File: config.mk
export PLATFORM = sky130hd
export DESIGN_NAME = jimmy_io_arbiter
export DESIGN_NICKNAME = d
export VERILOG_FILES = /design/src/rtl/jimmy_io_arbiter.sv
export SDC_FILE = /design/constraint.sdc
export NUM_CORES = 1
export LEC_CHECK = 0
export ABC_CLOCK_PERIOD_IN_PS = 3890
export BUFFER_PORTS_ARGS = -buffer_cell sky130_fd_sc_hd__buf_2
export CORE_MARGIN = 3
export CORE_UTILIZATION = 45
export DETAILED_ROUTE_END_ITERATION = 10
export PLACE_DENSITY = 0.66
export SYNTH_ARGS = -nofsm -noshare
export SYNTH_HDL_FRONTEND = slang
export SYNTH_SLANG_ARGS = --single-unit
File: constraint.sdc
create_clock -name jimmy_clk -period 3.89 [get_ports jimmy_clk]
set_clock_uncertainty 0.2 [all_clocks]
set_input_delay 0.5835 -clock jimmy_clk [delete_from_list [all_inputs] [get_ports jimmy_clk]]
set_output_delay 0.5835 -clock jimmy_clk [all_outputs]
set_load 0.005 [all_outputs]
File: src/rtl/jimmy_io_arbiter.sv
// Two-requester round-robin front end for the jimmy adder core: grants one
// requester, applies its operands, skips stale result strobes, captures the sum.
module jimmy_io_arbiter #(
  parameter int SKIP_STROBES   = 1,
  parameter int TIMEOUT_CYCLES = 1000
) (
  input  logic       jimmy_clk,
  input  logic       reset,
  input  logic [1:0] req_valid,
  input  logic [7:0] req_a0,
  input  logic [7:0] req_b0,
  input  logic [7:0] req_a1,
  input  logic [7:0] req_b1,
  output logic [1:0] req_ready,
  output logic [1:0] rsp_valid,
  output logic [7:0] rsp_data,
  output logic       rsp_timeout,
  output logic [7:0] in_port_0,
  output logic [7:0] in_port_1,
  input  logic [7:0] out_port_0,
  input  logic [3:0] out_strobe
);
  typedef enum logic [2:0] {IDLE, APPLY, DRAIN, CAPTURE, RESP} state_e;

  localparam logic [3:0]  SKIP_N = 4'(SKIP_STROBES);
  localparam logic [15:0] TMO_N  = 16'(TIMEOUT_CYCLES);

  state_e      state_q, state_d;
  logic        last_grant_q, last_grant_d;
  logic        grant_q, grant_d;
  logic [7:0]  op_a_q, op_a_d, op_b_q, op_b_d;
  logic [3:0]  drain_q, drain_d;
  logic [15:0] tmo_q, tmo_d;
  logic        strobe_q, strobe_d;
  logic [7:0]  hold_q, hold_d;
  logic [1:0]  req_ready_q, req_ready_d;
  logic [1:0]  rsp_valid_q, rsp_valid_d;
  logic [7:0]  rsp_data_q, rsp_data_d;
  logic        rsp_timeout_q, rsp_timeout_d;
  logic [7:0]  in_port_0_q, in_port_0_d, in_port_1_q, in_port_1_d;

  logic        fall;
  logic        winner;
  logic [1:0]  grant_onehot;
  logic [15:0] tmo_inc;
  logic [3:0]  drain_inc;
  logic        unused_strobe;

  assign unused_strobe = ^out_strobe[3:1];
  assign fall          = strobe_q & ~out_strobe[0];
  // On a tie the requester not served last wins; a lone request wins outright.
  assign winner        = (&req_valid) ? ~last_grant_q : req_valid[1];
  assign grant_onehot  = grant_q ? 2'b10 : 2'b01;
  assign tmo_inc       = tmo_q + 16'd1;
  assign drain_inc     = drain_q + 4'd1;

  always_comb begin
    state_d       = state_q;
    last_grant_d  = last_grant_q;
    grant_d       = grant_q;
    op_a_d        = op_a_q;
    op_b_d        = op_b_q;
    drain_d       = drain_q;
    tmo_d         = tmo_q;
    strobe_d      = out_strobe[0];
    // Keeps the result presented during the most recent strobe-high cycle.
    hold_d        = out_strobe[0] ? out_port_0 : hold_q;
    req_ready_d   = 2'b00;
    rsp_valid_d   = 2'b00;
    rsp_data_d    = rsp_data_q;
    rsp_timeout_d = 1'b0;
    in_port_0_d   = in_port_0_q;
    in_port_1_d   = in_port_1_q;

    unique case (state_q)
      IDLE: begin
        if (|req_valid) begin
          grant_d      = winner;
          last_grant_d = winner;
          req_ready_d  = winner ? 2'b10 : 2'b01;
          op_a_d       = winner ? req_a1 : req_a0;
          op_b_d       = winner ? req_b1 : req_b0;
          state_d      = APPLY;
        end
      end
      APPLY: begin
        in_port_0_d = op_a_q;
        in_port_1_d = op_b_q;
        drain_d     = 4'd0;
        tmo_d       = 16'd0;
        state_d     = (SKIP_N == 4'd0) ? CAPTURE : DRAIN;
      end
      DRAIN: begin
        tmo_d = tmo_inc;
        if (tmo_inc == TMO_N) begin
          rsp_valid_d   = grant_onehot;
          rsp_data_d    = 8'd0;
          rsp_timeout_d = 1'b1;
          state_d       = RESP;
        end else if (fall) begin
          drain_d = drain_inc;
          if (drain_inc == SKIP_N) state_d = CAPTURE;
        end
      end
      CAPTURE: begin
        tmo_d = tmo_inc;
        // A strobe edge landing on the expiry cycle still delivers real data.
        if (fall) begin
          rsp_valid_d = grant_onehot;
          rsp_data_d  = hold_q;
          state_d     = RESP;
        end else if (tmo_inc == TMO_N) begin
          rsp_valid_d   = grant_onehot;
          rsp_data_d    = 8'd0;
          rsp_timeout_d = 1'b1;
          state_d       = RESP;
        end
      end
      RESP:    state_d = IDLE;
      default: state_d = IDLE;
    endcase
  end

  always_ff @(posedge jimmy_clk) begin
    if (!reset) begin
      state_q       <= IDLE;
      last_grant_q  <= 1'b1;
      grant_q       <= 1'b0;
      op_a_q        <= 8'd0;
      op_b_q        <= 8'd0;
      drain_q       <= 4'd0;
      tmo_q         <= 16'd0;
      strobe_q      <= 1'b0;
      hold_q        <= 8'd0;
      req_ready_q   <= 2'b00;
      rsp_valid_q   <= 2'b00;
      rsp_data_q    <= 8'd0;
      rsp_timeout_q <= 1'b0;
      in_port_0_q   <= 8'd0;
      in_port_1_q   <= 8'd0;
    end else begin
      state_q       <= state_d;
      last_grant_q  <= last_grant_d;
      grant_q       <= grant_d;
      op_a_q        <= op_a_d;
      op_b_q        <= op_b_d;
      drain_q       <= drain_d;
      tmo_q         <= tmo_d;
      strobe_q      <= strobe_d;
      hold_q        <= hold_d;
      req_ready_q   <= req_ready_d;
      rsp_valid_q   <= rsp_valid_d;
      rsp_data_q    <= rsp_data_d;
      rsp_timeout_q <= rsp_timeout_d;
      in_port_0_q   <= in_port_0_d;
      in_port_1_q   <= in_port_1_d;
    end
  end

  assign req_ready   = req_ready_q;
  assign rsp_valid   = rsp_valid_q;
  assign rsp_data    = rsp_data_q;
  assign rsp_timeout = rsp_timeout_q;
  assign in_port_0   = in_port_0_q;
  assign in_port_1   = in_port_1_q;
endmodule

==> results by stage, run 1 <==
Status:
- The flow ran to the end, and the final reports show no timing, DRC or antenna violations.

STA:
- Setup repair after global routing left no endpoint under its margin.
- The setup TNS is 0 ns.
- For the pin with the worst max-slew slack, the measured transition is 1.18 ns.
- The max-slew violation total from the final report is 0.
- The post-route clock period utilization is 0.707.
- The count of endpoints failing hold in the final timing report came to 0.
- The top achievable clock speed is between 300 and 400 MHz.
- The worst path in the final design needs a cycle of ~2.7 ns, including I/O delays and setup.
- Headroom to the max-slew limit came out at 0.211.
- The final setup violation count is 0.

Setup path:
- The critical path's slowest cell is sky130_fd_sc_hd__dfxtp_1.
- The critical-path maximum fanout is 8.
- The worst setup path is of the register to register kind.
- At the worst endpoint, the required time is 3.93 ns.
- The most critical setup path has its startpoint at tmo_q[0].
- The setup slack on the worst flop-to-flop path is around 1.1 ns.
- STA classifies the critical path endpoint as a register.
- In this run the critical register-to-register path is launched from tmo_q[0].
- The kind of launch point of the worst setup path is a register.
- On the worst path, the slowest cell contributes a delay of roughly 0.46 ns.
- The critical path goes through ha_1 -> nand3_2 -> nor4b_1 -> o21ai_0 -> a211o_1 -> or2_1 -> a31oi_1 -> nor3_1.
- The worst path arrival time is between 2 and 3 ns.

Layout:
- The net count reported at finish is roughly 520.
- The storage element area is around 1600 µm².
- The footprint of the multi-input gates is 1770 µm².
- The non-filler instance count after layout is between 500 and 600.
- The antenna diode count is 0.
- Leaving out fill and tap cells, the most frequent cell in the layout is sky130_fd_sc_hd__dfxtp_1.
- Of the cells placed in the final design, the portion with a size suffix greater than 1 is 0.214.
- The area growth from synthesis to layout is 18.2%.
- The layout has between 700 and 800 filler cells.
- The top cell types in the final layout, fill and taps aside, are sky130_fd_sc_hd__dfxtp_1 (79), sky130_fd_sc_hd__buf_2 (73), sky130_fd_sc_hd__nand2_1 (50).

Pwr:
- The share of total power dissipated in combinational logic is 0.163.
- The proportion of total power due to net switching is 0.270.
- Of the total power, registers draw 0.488.
- The leakage power of the design is between 1.5 and 2 nW.
- The cell area power density is ~450 nW/µm².
- The clock group share of total power is 0.348.
- In this run the power spent charging and discharging nets is 0.000503 W.
- Internal power comes to roughly 0.0014 W.
- IR analysis of the VDD net gives a maximum drop of between 0.2 and 0.3 mV.

Clocking:
- The clock tree from TritonCTS is done.
- The total clock buffers created by CTS is 9.
- The sink count of the clock tree is 79.
- The clock passes through at most 2 buffers.
- The clock transition at the registers of the reported paths is around 0.070 ns.
- The quantity of hold-fixing buffers added after cts is 0.
- After clock tree synthesis, the setup repair step added 0 buffers.
- In this run, post-CTS repair resized a total of 0 instances.
- The H-tree generated during clock tree synthesis spans 3 levels.
- The source-to-sink clock delay at the later pin of the worst-skew pair is roughly 0.34 ns.
- The cell chosen for the clock root is sky130_fd_sc_hd__clkbuf_8.

Placed design:
- Detailed placement finished with a half-perimeter wire length of 5120 µm.
- The post-placement cell count is roughly 550.
- The count of input and output buffers is 73.
- At the end of routability-driven placement, the weighted congestion stood at 0.851.

Yosys:
- For this run, the register share of the synthesized area comes to 0.456.
- The mux share of post-synthesis cell area is 0.0722.
- For this run, the leading register cell type out of synthesis is sky130_fd_sc_hd__dfxtp_1.
- The number of flops mapped to enable cells by yosys is 0.
- The post-synthesis area per instance is between 8 and 9 µm².
- After synthesis, the share of flip-flops with an asynchronous set or reset is 0.
- The largest family of logic cells by synthesized area is simple AND/OR/NAND/NOR gates.
- Yosys printed 0 warnings.
- Counting every net in the synthesized netlist gives ~450.
- Of all cell types, the one taking the most synthesized area is sky130_fd_sc_hd__dfxtp_1.
- The count of unique library cells instantiated by Yosys is between 50 and 60.
- Of the total synthesized cell area, the portion taken by AND, OR, NAND and NOR gates is 0.220.
- The compound-cell area share of the yosys netlist is 0.194.
- In this run, synthesis produced a sequential element count of 79.
- Of the post-synthesis cell area, the dominant cell type holds 0.456.
- Of the total synthesized cell area, the portion taken by XOR and XNOR cells is 0.00758.
- In this run the cell area of the synthesized design comes to roughly 3500 µm².
- In the synthesized netlist, the number of instances is between 400 and 500.
- After synthesis, the cell types taking the most area are sky130_fd_sc_hd__dfxtp_1 (46%), sky130_fd_sc_hd__mux2i_1 (7.2%), sky130_fd_sc_hd__nand2_1 (5.4%).
- The synthesized-area fraction occupied by adder cells is 0.0144.

Job:
- Across the run, the number of max-cap violations was 0.

Floorplanning:
- The vertical die dimension is 93.8 µm.
- The overall die area is about 8800 µm².
- The row count is 31.
- In this run the horizontal extent of the chip is roughly 94 µm.
- During I/O placement, the number of pins put on the boundary was slightly below 80.
- The area of the core is about 7400 µm².
- The initial utilization of the core area, before any placement, comes to 0.471.

GRT:
- The first global-routing pass estimated approximately 13000 µm of wire.
- The number of global-route vias before repair was approximately 2800.
- For this run the aggregate overflow at the end of global routing stands at 0.
- The maximum number of pins on one net before global-route repair is 37.
- The number of antenna violations at the first check in global routing is 0.
- In the global route stage, overall resource usage came out at 0.179.

Worst hold path:
- In this run the most critical hold path is launched from op_a_q[0].
- The worst min-delay path class is register to register.

Routing:
- The initial DRC count is 120.
- The remaining antenna violation count after routing is 0.
- The number of search-and-repair iterations in the first detailed-routing pass is 4.
- The routed design has 7520 µm of wire.
- The vias after detailed routing is between 2000 and 3000.
- After detailed routing, the number of vias per cell comes to ~5.3.
- The total DRC errors in the routed layout is 0.
- The wire length per cell is between 10 and 15 µm.
[power groups by stage]
| stage | clock network [W] | registers (W) | logic, W |
|---|---|---|---|
| after floorplan | 0 | 0.000923 | 0.000213 |
| after global placement | 0 | 0.000927 | 0.000304 |
| after detailed placement | 0 | 0.000929 | 0.000308 |
| after CTS | 0.000668 | 0.000910 | 0.000310 |
| after global routing | 0.000698 | 0.000917 | 0.000350 |
| final | 0.000650 | 0.000910 | 0.000304 |
[cells by family (layout without fill, tap and decap cells)]
group           after synthesis  after routing
buf+inv                      30             96
xor+xnor                      3              3
compound gates              104            104
simple gates                157            157
fa+ha+maj                     4              4
mux                          25             25
flops                        79             79
[routing by layer]
metal | up-vias | track usage | part of all wire | wire length, µm
met1 | 1348 | 0.220 | 0.45 | 3410
met3 | 10 | 0.0617 | 0.050 | 378
met4 | 0 | 0.0626 | 0.010 | 75
li1 | 1558 | - | - | -
met2 | 64 | 0.292 | 0.49 | 3650
met5 | - | 0 | 0 | 0
[critical path: cells and delay by family (launching register included)]
family / cells / cell delay [ns]
DFF: 1 / 0.46
and+or+nand+nor: 4 / 0.97
AOI/OAI and AO/OA: 3 / 0.69
adders and majority gates: 1 / 0.33
[per-stage QoR]
step / util / area (µm²) / setup slack [ns] / power (W) / hold WS (ns)
6_report: 0.556 / 4100 / 1.14 / 0.00186 / 0.251
5_1_grt: 0.556 / 4100 / 0.822 / 0.00197 / 0.268
4_1_cts: 0.556 / 4100 / 1.15 / 0.00189 / 0.255
3_5_place_dp: 0.528 / 3890 / 1.18 / 0.00124 / 0.245
3_3_place_gp: 0.528 / 3890 / 1.22 / 0.00123 / 0.236
2_1_floorplan: - / 3470 / 1.47 / 0.00114 / 0.232
[cell type report]
class | instances | area share
Clock buffer | 11 | 0.0345
Clock inverter | 3 | 0.0168
Inverter | 4 | 0.00366
Multi-Input combinational cell | 293 | 0.431
Sequential cell | 79 | 0.386
Tap cell | 99 | 0.0302
Timing Repair Buffer | 78 | 0.0983
[final timing paths]
check                               endpoint  depth (start not counted)
worst max-delay path              state_q[1]                          8
worst min-delay path            in_port_0[0]                          2
worst max register to register    state_q[1]                          8
worst min register to register  in_port_0[0]                          2
[cell usage after synthesis, types with 4 or more instances]
master                     number
sky130_fd_sc_hd__dfxtp_1       79
sky130_fd_sc_hd__o21ai_0       16
sky130_fd_sc_hd__buf_2          4
sky130_fd_sc_hd__ha_1           4
sky130_fd_sc_hd__mux2i_1       25
sky130_fd_sc_hd__and3_1         4
sky130_fd_sc_hd__nand4_1        4
sky130_fd_sc_hd__a22o_1         8
sky130_fd_sc_hd__nor3_1         9
sky130_fd_sc_hd__nor2_1        48
sky130_fd_sc_hd__nor2b_1        5
sky130_fd_sc_hd__a31oi_1        5
sky130_fd_sc_hd__nand2_1       50
sky130_fd_sc_hd__a211oi_1      18
sky130_fd_sc_hd__nand3_1       14
sky130_fd_sc_hd__clkbuf_1      19
sky130_fd_sc_hd__a21oi_1       37
[sequential cells by signal, indices dropped and copies added (netlist names)]
signal,count
rsp_data,8
hold_q,8
op_a_q,8
rsp_timeout,1
strobe_q,1
state_q,3
drain_q,4
req_ready,2
in_port_1,8
grant_q,1
last_grant_q,1
op_b_q,8
in_port_0,8
rsp_valid,2
tmo_q,16
Power figures use the tool's default switching activity.
==> inputs of run 2 (changes only) <==
--- a/config.mk
+++ b/config.mk
@@ -5,12 +5,12 @@
 export SDC_FILE = /design/constraint.sdc
 export NUM_CORES = 1
 export LEC_CHECK = 0
-export ABC_CLOCK_PERIOD_IN_PS = 3890
+export ABC_CLOCK_PERIOD_IN_PS = 2300
 export BUFFER_PORTS_ARGS = -buffer_cell sky130_fd_sc_hd__buf_2
 export CORE_MARGIN = 3
 export CORE_UTILIZATION = 45
 export DETAILED_ROUTE_END_ITERATION = 10
-export PLACE_DENSITY = 0.66
+export PLACE_DENSITY = 0.69
 export SYNTH_ARGS = -nofsm -noshare
 export SYNTH_HDL_FRONTEND = slang
 export SYNTH_SLANG_ARGS = --single-unit
==> constraint.sdc (replaced) <==
create_clock -name jimmy_clk -period 2.3 [get_ports jimmy_clk]
set_clock_uncertainty 0.2 [all_clocks]
set_input_delay 0.345 -clock jimmy_clk [delete_from_list [all_inputs] [get_ports jimmy_clk]]
set_output_delay 0.345 -clock jimmy_clk [all_outputs]
set_load 0.005 [all_outputs]
==> results by stage, run 2 (synthesis gave the netlist of run 1 again) <==
Setup path:
- The critical path's slowest cell is sky130_fd_sc_hd__dfxtp_4.
- The critical path buffer and inverter count is 1 (+1).
- The worst path arrival time is 2.37 ns (-0.42 ns).
- The peak per-stage delay on the critical path is 0.37 ns (-0.09 ns).
- The kind of launch point of the worst setup path is a register.
- Traced cell by cell, the critical path runs through ha_4 -> nand3_4 -> nor4b_4 -> o21ai_1 -> a211o_1 -> o21ai_2 -> a21oi_2 -> buf_4 -> a22o_1.
- Among cell families on the critical path, the largest total delay comes from compound AO/OA/AOI/OAI gates.
- The category of the worst setup path capture point is a register.
- The required time at the worst-slack endpoint is 2.34 ns (-1.59 ns).
- The critical-path maximum fanout was 6 (-2).
- By startpoint and endpoint, the worst setup path is classified as register to register.

STA:
- The normalized max-slew margin was 0.691 (+0.481).
- The post-route clock period utilization is 1.01 (+0.307).
- The count of endpoints failing hold in the final timing report was 0 (unchanged).
- The max-slew violation total from the final report was 0 (unchanged).
- The minimum period implied by the final worst setup slack is 2.33 ns (-0.418 ns).
- The top achievable clock speed is 429 MHz (+18%).
- Setup repair after global routing could not meet its margin everywhere.
- The worst setup slack after layout is -0.0321 ns (-1.17 ns).
- The final setup violation count came to 7 (+7).
- The setup TNS came to -0.0984 ns (-0.0984 ns).
- The slew of the pin with the lowest slew margin is 0.459 ns (-0.717 ns).
- The worst hold slack across all endpoints was 0.0316 ns (-0.220 ns).

Clocking:
- The sink count of the clock tree was 79 (unchanged).
- The cell chosen for the clock root is sky130_fd_sc_hd__clkbuf_8.
- The total clock buffers created by CTS is 9 (unchanged).
- The clock transition at the registers of the reported paths is 0.08 ns (about the same).
- The source-to-sink clock delay at the later pin of the worst-skew pair is 0.35 ns (about the same).
- The clock tree from TritonCTS is done.
- The maximum level of the CTS H-tree came to 3 (unchanged).
- The quantity of hold-fixing buffers added after cts is 0 (unchanged).
- The maximum root-to-sink buffer count was 2 (unchanged).

Layout:
- The flip-flop count of the largest register after layout was 16 (unchanged).
- The antenna diode count came to 0 (unchanged).
- The layout cell share with drive strength beyond 1 is 0.302 (+0.0883).
- The net count reported at finish came to 548 (+6.0%).
- In the layout the commonest cells are sky130_fd_sc_hd__buf_2 (73), sky130_fd_sc_hd__dfxtp_1 (69), sky130_fd_sc_hd__nand2_1 (50).
- The area growth from synthesis to layout is 27.8%.
- The most frequent standard cell in the layout excluding fill and tap cells is sky130_fd_sc_hd__buf_2.
- More flip-flops sit in one register than any other, and that register is tmo_q.
- The non-filler instance count after layout is 599 (+5.6%).

Floorplanning:
- The die boundary width came to 93.8 µm (unchanged).
- The vertical die dimension is 93.8 µm (unchanged).
- The starting utilization of the core area is 0.471 (unchanged).
- The area of the core came to 7370 µm² (unchanged).
- The overall die area is 8800 µm² (unchanged).
- The top-level port count is 77 (unchanged).
- The row count came to 31 (unchanged).

Routing:
- The total DRC errors in the routed layout was 0 (unchanged).
- The average vias per placed instance was 5.36 (+2.0%).
- The detailed route wirelength on metal2 is 3840 µm (+5.2%).
- The remaining antenna violation count after routing is 0 (unchanged).
- The initial DRC count is 142 (+18%).
- The detailed-routing wirelength on met1 was 3670 µm (+7.7%).
- The number of search-and-repair iterations in the first detailed-routing pass is 4 (unchanged).
- The vias after detailed routing is 3211 (+7.8%).
- The final wirelength is 8090 µm (+7.6%).
- The highest routing layer actually used is met4.
- The met3 layer wire length in the routed design came to 494 µm (+31%).
- The wire length per cell is 13.5 µm (+1.9%).

Placed design:
- The placement-stage worst setup slack is -0.112 ns (-1.29 ns).
- The estimated wirelength of the detail-placed design came to 5520 µm (+7.8%).
- The post-placement cell count came to 580 (+4.9%).
- The global placement routability congestion came to 0.862 (+1.3%).
- The count of input and output buffers is 73 (unchanged).

Status:
- The flow ran to the end, but the final reports show violations.
- The final reports fail on setup timing.

GRT:
- The maximum number of pins on one net before global-route repair is 33 (-11%).
- The number of antenna violations at the first check in global routing is 0 (unchanged).
- The aggregate global routing overflow is 0 (unchanged).
- The global-route wire length before repair is 13500 µm (+7.5%).
- The combined global-route utilization of all metal layers is 0.190 (+0.0107).
- The number of global-route vias before repair was 2915 (+4.8%).

Pwr:
- The sum of internal, switching and leakage power is 0.00316 W (+70%).
- The cell area power density is 713 nW/µm² (+57%).
- The leakage power of the design is 1.87 nW (+10%).
- The maximum vdd drop is 0.454 mV (+57%).

Job:
- The number of max-cap violations is 0 (unchanged).

Worst hold path:
- The worst min-delay path class is primary input to register.
## run 2: layer usage
metal	track usage	vias up
li1	-	1628
met1	0.251	1478
met2	0.306	98
met3	0.0601	7
met4	0.0397	0
met5	0	-
## run 2: through the flow
stage           util  instance area [µm²]
3_3_place_gp   0.557                 4110
6_report       0.602                 4430
2_1_floorplan      -                 3480
5_1_grt        0.602                 4430
4_1_cts        0.593                 4370
3_5_place_dp   0.557                 4110
## run 2: tightest hold or removal path: stages
cell	delay (ns)
sky130_fd_sc_hd__buf_2	0.07
sky130_fd_sc_hd__mux2i_1	0.05
sky130_fd_sc_hd__nor2_1	0.07
## run 2: power breakdown
part | leakage, nW | switching, W | internal [W] | total (W)
Sequential | 0.650 | 0.0000633 | 0.00148 | 0.00154
Combinational | 1.12 | 0.000334 | 0.000228 | 0.000562
Clock | 0.0980 | 0.000503 | 0.000559 | 0.00106
## run 2: final timing paths
path	start	to	slack [ns]	cells past startpoint
setup / recovery	tmo_q[0]	rsp_data[1]	-0.03	9
hold / removal	out_port_0[3]	hold_q[3]	0.03	3
setup reg to reg	tmo_q[0]	rsp_data[1]	-0.03	9
hold reg to reg	op_b_q[3]	in_port_1[3]	0.25	2
## run 2: cell type report
| cell class | count | area [µm²] |
|---|---|---|
| fill | 662 | 2940 |
| multi-input combinational | 294 | 1860 |
| sequential | 79 | 1600 |
| timing repair buffer | 108 | 632 |
| clock buffer | 11 | 151 |
| tap | 99 | 124 |
| clock inverter | 4 | 53.8 |
| inverter | 4 | 15.0 |
## run 2: timing repair
action | 4_1_cts | 5_1_grt
gates cloned | 1 | 0
pin swaps | 3 | 18
setup buffers | 1 | 2
setup endpoints to repair | 17 | 18
gates resized for setup | 11 | 12
endpoints found under the hold margin | 0 | 0
